**config.mk**
```make
export PLATFORM = sky130hd
export DESIGN_NAME = trip_timer
export DESIGN_NICKNAME = d
export VERILOG_FILES = /design/src/rtl/trip_timer.sv
export SDC_FILE = /design/constraint.sdc
export NUM_CORES = 1
export LEC_CHECK = 0
export ABC_AREA = 1
export CORE_AREA = 2 2 78 80
export CTS_BUF_LIST = sky130_fd_sc_hd__clkbuf_4
export DETAILED_ROUTE_END_ITERATION = 7
export DIE_AREA = 0 0 80 82
export PLACE_DENSITY = 0.55
export SETUP_SLACK_MARGIN = 0.3
export SYNTH_ARGS = -nofsm -noshare
export SYNTH_HDL_FRONTEND = slang
export SYNTH_SLANG_ARGS = --single-unit
```
**constraint.sdc**
```tcl
create_clock -name clock -period 2.27 [get_ports clock]
set_clock_uncertainty 0.2 [all_clocks]
set_input_delay 0.227 -clock clock [delete_from_list [all_inputs] [get_ports clock]]
set_output_delay 0.227 -clock clock [all_outputs]
set_load 0.01 [all_outputs]
```
**src/rtl/trip_timer.sv**
```systemverilog
// rtl/trip_timer.sv - half-second/second strobes and packed h:m:s trip time
// Optional load port compiled in with TRIP_TIMER_LOAD_EN.
module trip_timer #(
   parameter int HALF_SEC_CYCLES = 1000
) (
   input  logic        clock,
   input  logic        reset,
   input  logic        run,
   input  logic        clear,
`ifdef TRIP_TIMER_LOAD_EN
   input  logic        load,
   input  logic [18:0] load_value,
`endif
   output logic        half_sec_pulse,
   output logic        sec_pulse,
   output logic [18:0] HMS_time,
   output logic        overflow
);

   localparam logic [15:0] LAST_COUNT = 16'(HALF_SEC_CYCLES - 1);

   logic [15:0] prescaler;
   logic        phase;
   logic        wrap;
   logic        sec_edge;
   logic [6:0]  hours;
   logic [5:0]  minutes;
   logic [5:0]  seconds;

   assign wrap     = (prescaler == LAST_COUNT);
   assign sec_edge = wrap && phase;
   assign HMS_time = {hours, minutes, seconds};

`ifdef TRIP_TIMER_LOAD_EN
   logic [6:0] load_hours;
   logic [5:0] load_minutes;
   logic [5:0] load_seconds;

   // Out-of-range load fields clamp to their maximum rather than wrap.
   always_comb begin
      load_hours   = (load_value[18:12] > 7'd99) ? 7'd99 : load_value[18:12];
      load_minutes = (load_value[11:6]  > 6'd59) ? 6'd59 : load_value[11:6];
      load_seconds = (load_value[5:0]   > 6'd59) ? 6'd59 : load_value[5:0];
   end
`endif

   always_ff @(posedge clock or posedge reset) begin
      if (reset) begin
         prescaler      <= 16'd0;
         phase          <= 1'b0;
         half_sec_pulse <= 1'b0;
         sec_pulse      <= 1'b0;
      end else begin
         half_sec_pulse <= wrap;
         sec_pulse      <= sec_edge;
         if (wrap) begin
            prescaler <= 16'd0;
            phase     <= ~phase;
         end else begin
            prescaler <= prescaler + 16'd1;
         end
      end
   end

   always_ff @(posedge clock or posedge reset) begin
      if (reset) begin
         hours    <= 7'd0;
         minutes  <= 6'd0;
         seconds  <= 6'd0;
         overflow <= 1'b0;
      end else if (clear) begin
         hours    <= 7'd0;
         minutes  <= 6'd0;
         seconds  <= 6'd0;
         overflow <= 1'b0;
`ifdef TRIP_TIMER_LOAD_EN
      end else if (load) begin
         hours   <= load_hours;
         minutes <= load_minutes;
         seconds <= load_seconds;
`endif
      end else if (sec_edge && run) begin
         if (seconds != 6'd59) begin
            seconds <= seconds + 6'd1;
         end else begin
            seconds <= 6'd0;
            if (minutes != 6'd59) begin
               minutes <= minutes + 6'd1;
            end else begin
               minutes <= 6'd0;
               if (hours != 7'd99) begin
                  hours <= hours + 7'd1;
               end else begin
                  hours    <= 7'd0;
                  overflow <= 1'b1;
               end
            end
         end
      end
   end

endmodule

```
# After elaboration in Yosys (flattened, before gate mapping)
# Cells that the tools add are included.
[classes]
n_addsub = 4
n_eq_ne = 7
n_mux = 18
bitwise_logic = 1
n_reduce_logical = 6
[ops]
columns = ["op", "count"]
rows = [
  ["$mux W6", 7],
  ["$mux W7", 5],
  ["$add A16 B1 Y16 const B", 1],
  ["$eq A16 B10 Y1 const B", 1],
  ["$mux W16", 1],
  ["$add A6 B1 Y6 const B", 2],
  ["$ne A6 B6 Y1 const B", 2],
  ["$add A7 B1 Y7 const B", 1],
  ["$ne A7 B7 Y1 const B", 1],
  ["$ne A2 B2 Y1 const B", 3],
  ["$mux W1", 5],
  ["$reduce_and A4 Y1", 1],
  ["$reduce_and A3 Y1", 1],
  ["$logic_and A1 B1 Y1", 2],
  ["$reduce_and A2 Y1", 1],
  ["$reduce_bool A2 Y1", 1],
  ["$not A1 Y1", 1],
]
[word_totals]
regBits = 39
inputBits = 4
out_inout_bits = 22
wordCells = 44

# Logic depth before layout (Yosys ltp)
# Gate-level depths: netlist (run 1).
[depth]
depth_word = 6
depth_mapped = 11
ltp_nobuf = 10

# Worst setup path after synthesis (run 1)
# Ideal clock, no wire load.
[synth_timing]
path_type = "reg-to-reg"
start = "register minutes[0]"
end = "register hours[6]"
setup_ps = 118
arrival_ps = 1429
t_required_ps = 1952
path_slack_ps = 523
path_stages_with_launch = 10
path_buffers = 1
period_less_slack_ps = 1747
cell_sequence = "dfrtp_1 ha_1 nand3b_1 nor2_1 nor2_2 nor2_2 nand2_4 buf_6 nand2_2 o21ai_2"
[synth_via]
elab_chain_len = 3
[synth_rtl]
columns = ["element", "line", "text"]
rows = [
  ["start, declared", "27", "logic [5:0] minutes;"],
  ["start signal, assigned", "88", "minutes <= minutes + 6'd1;"],
  ["$ne A6 B6 Y1", "87", "if (minutes != 6'd59) begin"],
  ["$ne A2 B2 Y1 (no source line)", "n/a", ""],
  ["$reduce_and A3 Y1 (no source line)", "n/a", ""],
  ["end signal, assigned", "92", "hours <= hours + 7'd1;"],
  ["end, declared", "26", "logic [6:0] hours;"],
]
# No other way between the ends.
# A chain may end at the register's enable or synchronous reset.

# Final worst setup path (run 1)
[layout_timing]
start = "register minutes[2]"
end = "output HMS_time[8]"
[layout_lines]
columns = ["element", "line", "text"]
rows = [
  ["end, declared", "16", "output logic [18:0] HMS_time,"],
]
# No word-level cell between the ends.

==> flow_summary.toml, run 1 <==
[place]
io_buffers = 25
dp_hpwl_mm = 3.08
gp_congestion = 0.831
dpl-instance-area_um2 = 2510

[global_route]
met1_usage_pct = 18.6
grt.busiest_layer = "met2"
grt_first_pass_wirelength_mm = 7.51
antenna_found_initial = 0
first_global_vias = 1662
grtUsageMet3_pct = 3.74
grt.overflow.total = 0
grt_max_degree = 40
grt_usage_pct = 14.6
grtUsageMet2_pct = 24.7

[min_path]
hold_path.class = "in -> async"

[worst_setup_path]
critPathSlowestCell = "clkdlybuf4s50_1"
cp.arrival_ns = 1.43
path_cells = "clkdlybuf4s50_1"
cp_num_buf_inv = 1
cp.required_ns = 1.84
endpoint_kind = "output port"
critPathLaunchType = "flop"
critPathKind = "reg -> out"
slowest_delay_ns = 0.59
critPathTopFamily = "buffers and inverters"
path_max_fanout = 7

[die]
die_y_um = 82
pin_count = 26
start_util_pct = 38.2
die_w_um = 80
fp.dieArea_um2 = 6560
core_area_um2 = 5750
num_rows = 28

[detailed_routing]
post-route-drc-count = 0
first_pass_iters = 6
drt-wirelength-per-cell_um = 11.9
viasPerCell = 4.71
via_count = 1691
ant_nets = 0
drt_iter0_drc = 44
wirelength_mm = 4.28

[synthesis]
yosys-top-cells-area = "dfrtp_1 45%, nand2_1 7.7%, inv_1 5.7%"
synth_cell_type_count = 29
synth.most_common_cell = "nand2_1"
avgSynthCellArea_um2 = 8.66
synthCells = 253
synth-seq-cells = 39
yosysTopAreaCellShare_pct = 44.5
netlist_area_um2 = 2190
async_reset_ff_share_pct = 100
synth_commonest_cells = "45 x nand2_1, 39 x dfrtp_1, 33 x inv_1"
synth_ff_type = "dfrtp_1"
synth_top_area_cell = "dfrtp_1"
yosysWarnings = 0
seq_area_frac_synth_pct = 44.5
synth_edf_count = 0
syn-num-nets = 261

[sta]
fin_crit_sh_pct = 81.9
fmax_ghz = 0.538
finalSetupViolations = 0
finalHoldViolCount = 0
grt_setup_unrepaired = "yes"
slew_headroom_pct = 65.2
setup_tns_ns = 0
worst_slew_pin_slew_ns = 0.522
slew_viol_final = 0
period_minus_slack_ns = 1.86

[clock_network]
cts.sinks = 39
cts-root-buf = "clkbuf_4"
clk_latency_ns = 0.34
path_clk_slew_ns = 0.11
htreeDepth = 2
clk_path_buf_depth = 2
ctsHoldBuffers = 0
cts_tree = "built"
cts_buffers = 5

[power_and_ir_drop]
power_density_nw_per_um2 = 484
leakage_nw = 1.23
worst_ir_drop_vdd_mv = 0.218

[final_layout]
finish.instance_area_um2 = 2590
layout-drive-gt1-share_pct = 17.3
final_util_pct = 45.1
antennaDiodeCount = 0
area_growth_pct = 18.2
layout.nets = 293

[outcome]
status = "finished clean"

[flow_run]
cap_violations = 0
-- cells in the final DEF, fill, tap and decap left out, types with 6 or more instances in the layout --
cell	instances
nand2_1	45
dfrtp_1	37
inv_1	32
nor2_1	28
clkdlybuf4s50_1	25
nand3_1	18
o21ai_2	13
xor2_1	11
nand2_2	10
nor3_1	6
clkbuf_4	6
-- state kept, by name, summed over array words and instances, names as in the netlist --
| register | flops |
|---|---|
| sec_pulse | 1 |
| phase | 1 |
| half_sec_pulse | 1 |
| hours | 7 |
| minutes | 6 |
| overflow | 1 |
| seconds | 6 |
| prescaler | 16 |
-- power by group --
part	switching, W	leakage (nW)	internal (W)
Sequential	0.0000303	0.523	0.000716
Clock	0.000218	0.0276	0.000122
Combinational	0.0000878	0.677	0.0000790
-- logic make-up after synthesis --
kind of cell               synth area share [%]
and+or+nand+nor                            30.3
buffers and inverters                      8.33
DFF                                        44.5
AOI/OAI and AO/OA                          9.02
xor gates and xnor gates                   5.59
adders and majority gates                  2.28
-- metal layers --
metal	part of all wire (%)	routed length [um]
met1	49	2110
met2	46	1990
met3	3.1	131
met4	1.3	55
met5	0	0
-- cell type report --
cell class	count	area [um2]
fill	596	3160
multi-input combinational	175	1050
sequential	39	978
inverter	36	149
clock buffer	6	45.0
timing repair buffer	28	273
tap	75	93.8
-- path summary, 6_finish.rpt --
kind,start,to,slack [ns],depth (start not counted)
setup / recovery,minutes[2],HMS_time[8],0.41,1
hold / removal,reset,hours[5],0.09,3
setup reg to reg,prescaler[0],minutes[3],0.45,10
hold reg to reg,prescaler[0],prescaler[0],0.27,1
max in group asynchronous,reset,minutes[1],1.38,3
min in group clock,prescaler[0],prescaler[0],0.27,1
-- worst reg2reg max path: stages, from the launching register on --
cell	delay, ns
dfrtp_1	0.39
ha_1	0.17
nand2_1	0.05
inv_1	0.13
nand2_2	0.10
nor2_4	0.12
nand4_4	0.15
nand2_8	0.15
nand2_8	0.11
nand2_1	0.10
o21ai_2	0.05
-- per-stage QoR --
step,setup WS [ns],power (W),std cells,hold slack [ns]
floorplan,0.523,0.000855,253,0.0934
global placement,0.425,0.000925,351,0.247
detailed placement,0.419,0.000924,351,0.261
CTS,0.398,0.00128,357,0.106
global route,0.294,0.00132,359,0.149
finish,0.410,0.00125,359,0.0896
-- repair_timing --
action	CTS	global route
resized for setup	0	5
setup endpoints to repair	0	10
buffers inserted	0	2
No activity file was read; power rests on OpenSTA's default activity.
==> inputs of run 2 (changes only) <==
==> constraint.sdc (replaced) <==
create_clock -name clock -period 1.8 [get_ports clock]
set_clock_uncertainty 0.2 [all_clocks]
set_input_delay 0.18 -clock clock [delete_from_list [all_inputs] [get_ports clock]]
set_output_delay 0.18 -clock clock [all_outputs]
set_load 0.01 [all_outputs]
==> flow_summary.toml, run 2 (synthesis results as in run 1) <==
[clock_network]
cts.sinks = 39
path_clk_slew_ns = 0.13
cts-root-buf = "clkbuf_4"
clk_path_buf_depth = 2
clk_latency_ns = 0.35
cts_buffers = 5
cts_tree = "built"
htreeDepth = 2

[place]
dp_hpwl_mm = 3.37
io_buffers = 25
dpl-instance-area_um2 = 2700
gp_congestion = 0.803

[outcome]
status = "finished clean"

[final_layout]
area_growth_pct = 37.7
final_common_cell = "nand2_1"
final_cell_mix = "41 x nand2_1, 37 x dfrtp_1, 37 x buf_4, 28 x inv_1, 21 x nor2_1"
largest_register_ffs = 16
seq_area_um2 = 978
regMostFlops = "prescaler"
finish.instance_area_um2 = 3020
layout.nets = 335
antennaDiodeCount = 0
n_fill_cell = 570
layout-drive-gt1-share_pct = 37.5
multiInputGateArea_um2 = 1160
top_regs = "prescaler x16, hours x7"

[die]
core_area_um2 = 5750
fp.dieArea_um2 = 6560
die_w_um = 80
pin_count = 26
num_rows = 28
die_y_um = 82
start_util_pct = 38.2

[global_route]
grt.overflow.total = 0
grt_first_pass_wirelength_mm = 8.49
grt_max_degree = 15
grt_usage_pct = 16.7
first_global_vias = 1851
antenna_found_initial = 0

[min_path]
hold_path.class = "reg -> reg"

[detailed_routing]
post-route-drc-count = 0
drt_iter0_drc = 63
first_pass_iters = 4
via_count = 1924
viasPerCell = 4.77
drt-wirelength-per-cell_um = 12.6
ant_nets = 0
wirelength_mm = 5.06

[flow_run]
cap_violations = 0

[sta]
slew_headroom_pct = 81.0
setup_tns_ns = 0
finalSetupViolations = 0
fin_crit_sh_pct = 94.4
slew_viol_final = 0
worst_slew_pin_slew_ns = 0.285
fmax_ghz = 0.588
period_minus_slack_ns = 1.70
finalHoldViolCount = 0
grt_setup_unrepaired = "yes"

[worst_setup_path]
critPathLaunchType = "flop"
path_max_fanout = 8
cp.arrival_ns = 1.74
cp.required_ns = 1.84
critPathKind = "reg -> reg"
endpoint_kind = "flop"

[power_and_ir_drop]
power_density_nw_per_um2 = 602
worst_ir_drop_vdd_mv = 0.283
fin_total_pwr_w = 0.00182
leakage_nw = 1.56
-- run 2: cell type report --
class	instances	share of cell area (%)
Clock buffer	5	1.24
Clock inverter	3	1.29
Inverter	36	5.06
Multi-Input combinational cell	177	38.6
Sequential cell	39	32.4
Tap cell	75	3.11
Timing Repair Buffer	68	18.3
-- run 2: metal layers --
metal	vias up	track usage [%]	wire length [um]
li1	965	-	-
met1	926	20.2	2260
met2	28	30.2	2600
met3	5	3.63	157
met4	0	4.07	48
met5	-	0	0
-- run 2: worst max-delay path, stage by stage, from the launching register on --
cell     delay [ns]
dfrtp_1        0.37
ha_1           0.16
nand2_1        0.06
inv_2          0.07
nand2_2        0.07
nor2_4         0.12
nand4_4        0.13
nand2_8        0.17
nand2_8        0.09
nand2_1        0.08
o21ai_2        0.05
-- run 2: path summary, 6_finish.rpt --
kind	start	endpoint	slack, ns	cells after the start
worst max-delay path	prescaler[0]	hours[4]	0.1	10
worst min-delay path	overflow	overflow	0.32	2
worst max register to register	prescaler[0]	hours[4]	0.1	10
worst min register to register	overflow	overflow	0.32	2
max in group asynchronous	reset	phase	0.57	4
min in group asynchronous	reset	minutes[0]	0.47	3
-- run 2: what timing repair did --
item                       CTS  global route
hold endpoints to repair     7             0
gates resized for setup     66            11
pin swaps                    7             3
setup endpoints to repair   53            50
buffers inserted            21             2
hold buffers                 1             0
gates cloned                 1             1
-- run 2: per-stage QoR --
stage | hold slack [ns] | utilization, % | cells | setup slack, ns
after floorplan | 0.0464 | - | 253 | 0.118
after global placement | 0.305 | 46.9 | 369 | 0.0687
after detailed placement | 0.299 | 46.9 | 369 | 0.0512
after CTS | 0.319 | 51.7 | 400 | 0.0990
after global routing | 0.341 | 52.5 | 403 | 0.00501
final | 0.318 | 52.5 | 403 | 0.100
-- run 2: power breakdown --
group          internal [W]  leakage (nW)  switching, W
clock              0.000286        0.0426      0.000305
combinational      0.000146         0.990      0.000157
sequential         0.000903         0.523     0.0000204
==> inputs of run 3 (changes only) <==
--- a/config.mk
+++ b/config.mk
@@ -6,10 +6,11 @@
 export NUM_CORES = 1
 export LEC_CHECK = 0
 export ABC_AREA = 1
-export CORE_AREA = 2 2 78 80
+export CORE_AREA = 2 2 86 72
 export CTS_BUF_LIST = sky130_fd_sc_hd__clkbuf_4
 export DETAILED_ROUTE_END_ITERATION = 7
-export DIE_AREA = 0 0 80 82
+export DIE_AREA = 0 0 88 74
+export GPL_TIMING_DRIVEN = 0
 export PLACE_DENSITY = 0.55
 export SETUP_SLACK_MARGIN = 0.3
 export SYNTH_ARGS = -nofsm -noshare
==> flow_summary.toml, run 3 (synthesis results as in run 1) <==
[outcome]
status = "finished clean"

[power_and_ir_drop]
worst_ir_drop_vdd_mv = 0.344
fin_total_pwr_w = 0.00182
leakage_nw = 1.72
power_density_nw_per_um2 = 549

[detailed_routing]
drt-wirelength-per-cell_um = 12.5
drt_iter0_drc = 75
first_pass_iters = 4
ant_nets = 0
wirelength_mm = 5.23
post-route-drc-count = 0
viasPerCell = 4.65
via_count = 1938

[sta]
hold_ws_ns = 0.0941
slew_headroom_pct = 46.0
worst_slew_pin_slew_ns = 0.809
period_minus_slack_ns = 1.78
fin_crit_sh_pct = 98.7
finalSetupViolations = 0
grt_setup_unrepaired = "yes"
slew_viol_final = 0
finalHoldViolCount = 0
fmax_ghz = 0.563

[worst_setup_path]
critPathLaunchType = "flop"
path_max_fanout = 6
cp_num_buf_inv = 2
path_cells = "ha_2, nand2_2, inv_2, nand2_4, nor2_4, nand4_4, nand2_8, nand2_8, buf_12, nand2_4, o21ai_2"
endpoint_kind = "flop"
critPathSlowestCell = "dfrtp_1"
slowest_delay_ns = 0.37
critPathKind = "reg -> reg"
cp.arrival_ns = 1.83
cp.required_ns = 1.85
critPathTopFamily = "simple AND/OR/NAND/NOR gates"

[die]
die_w_um = 88
die_y_um = 74
core_area_um2 = 5660
fp.dieArea_um2 = 6510
pin_count = 26
num_rows = 25
start_util_pct = 38.7

[final_layout]
layout-drive-gt1-share_pct = 43.8
n_fill_cell = 515
multiInputGateArea_um2 = 1300
area_growth_pct = 51.5
largest_register_ffs = 16
final_common_cell = "buf_4"
layout.nets = 343
seq_area_um2 = 982
top_regs = "prescaler x16, hours x7"
final_util_pct = 58.7
final_cell_mix = "40 x buf_4, 35 x nand2_1, 34 x dfrtp_1, 26 x inv_1"
antennaDiodeCount = 0
regMostFlops = "prescaler"
finish.instance_area_um2 = 3320

[clock_network]
path_clk_slew_ns = 0.12
clk_path_buf_depth = 2
clk_latency_ns = 0.34
cts_tree = "built"
cts_buffers = 5
cts.sinks = 39
htreeDepth = 2
cts-root-buf = "clkbuf_4"

[global_route]
grt.overflow.total = 0
first_global_vias = 1815
grt_max_degree = 40
grt_usage_pct = 16.5
grt_first_pass_wirelength_mm = 8.36
antenna_found_initial = 0

[min_path]
hold_path.class = "in -> async"

[place]
io_buffers = 25
dpl-instance-area_um2 = 2570
gp_congestion = 0.784
dp_hpwl_mm = 3.06

[flow_run]
cap_violations = 0
-- run 3: worst reg2reg max path: cells and delay by family (launching register included) --
kind,cells,cell delay [ns]
simple gates,7,0.66
fa+ha+maj,1,0.19
compound gates,1,0.04
buf+inv,2,0.23
flops,1,0.37
-- run 3: report_power, final --
group          switching (W)  internal [W]
sequential         0.0000228      0.000905
clock               0.000302      0.000286
combinational       0.000159      0.000148
total               0.000484       0.00134
-- run 3: worst paths after layout --
path                                    start             to  slack (ns)  cells after the start
worst max register to register   prescaler[0]       hours[0]        0.02                     11
min in group clock              prescaler[14]  prescaler[14]        0.34                      1
max in group asynchronous               reset     minutes[2]        0.74                      2
worst min register to register  prescaler[14]  prescaler[14]        0.34                      1
worst max-delay path             prescaler[0]       hours[0]        0.02                     11
worst min-delay path                    reset       hours[0]        0.09                      2
-- run 3: metrics by stage --
stage	cells	setup WS (ns)	setup TNS, ns
2_1_floorplan	253	0.118	0
3_3_place_gp	359	-0.564	-17.86
3_5_place_dp	359	-0.0767	-0.547
4_1_cts	397	0.0703	0
5_1_grt	417	-0.0594	-0.802
6_report	417	0.0235	0
-- run 3: what timing repair did --
action	CTS	global route
setup endpoints to repair	57	40
setup buffers	30	18
gates resized for setup	46	62
cloned	0	2
hold buffers	0	0
pin swaps	5	24
-- run 3: layer usage --
layer  global-route usage, %  wire [um]
met1                    24.8       2570
met2                    24.5       2460
met3                    3.33        148
met4                    4.10         48
met5                       0          0
-- run 3: layout make-up --
class	count	area share (%)
tap	81	3.05
buffer	3	1.54
timing repair buffer	75	19.6
sequential	39	29.6
clock buffer	5	1.13
clock inverter	3	1.17
inverter	36	4.86
multi-input combinational	175	39.0
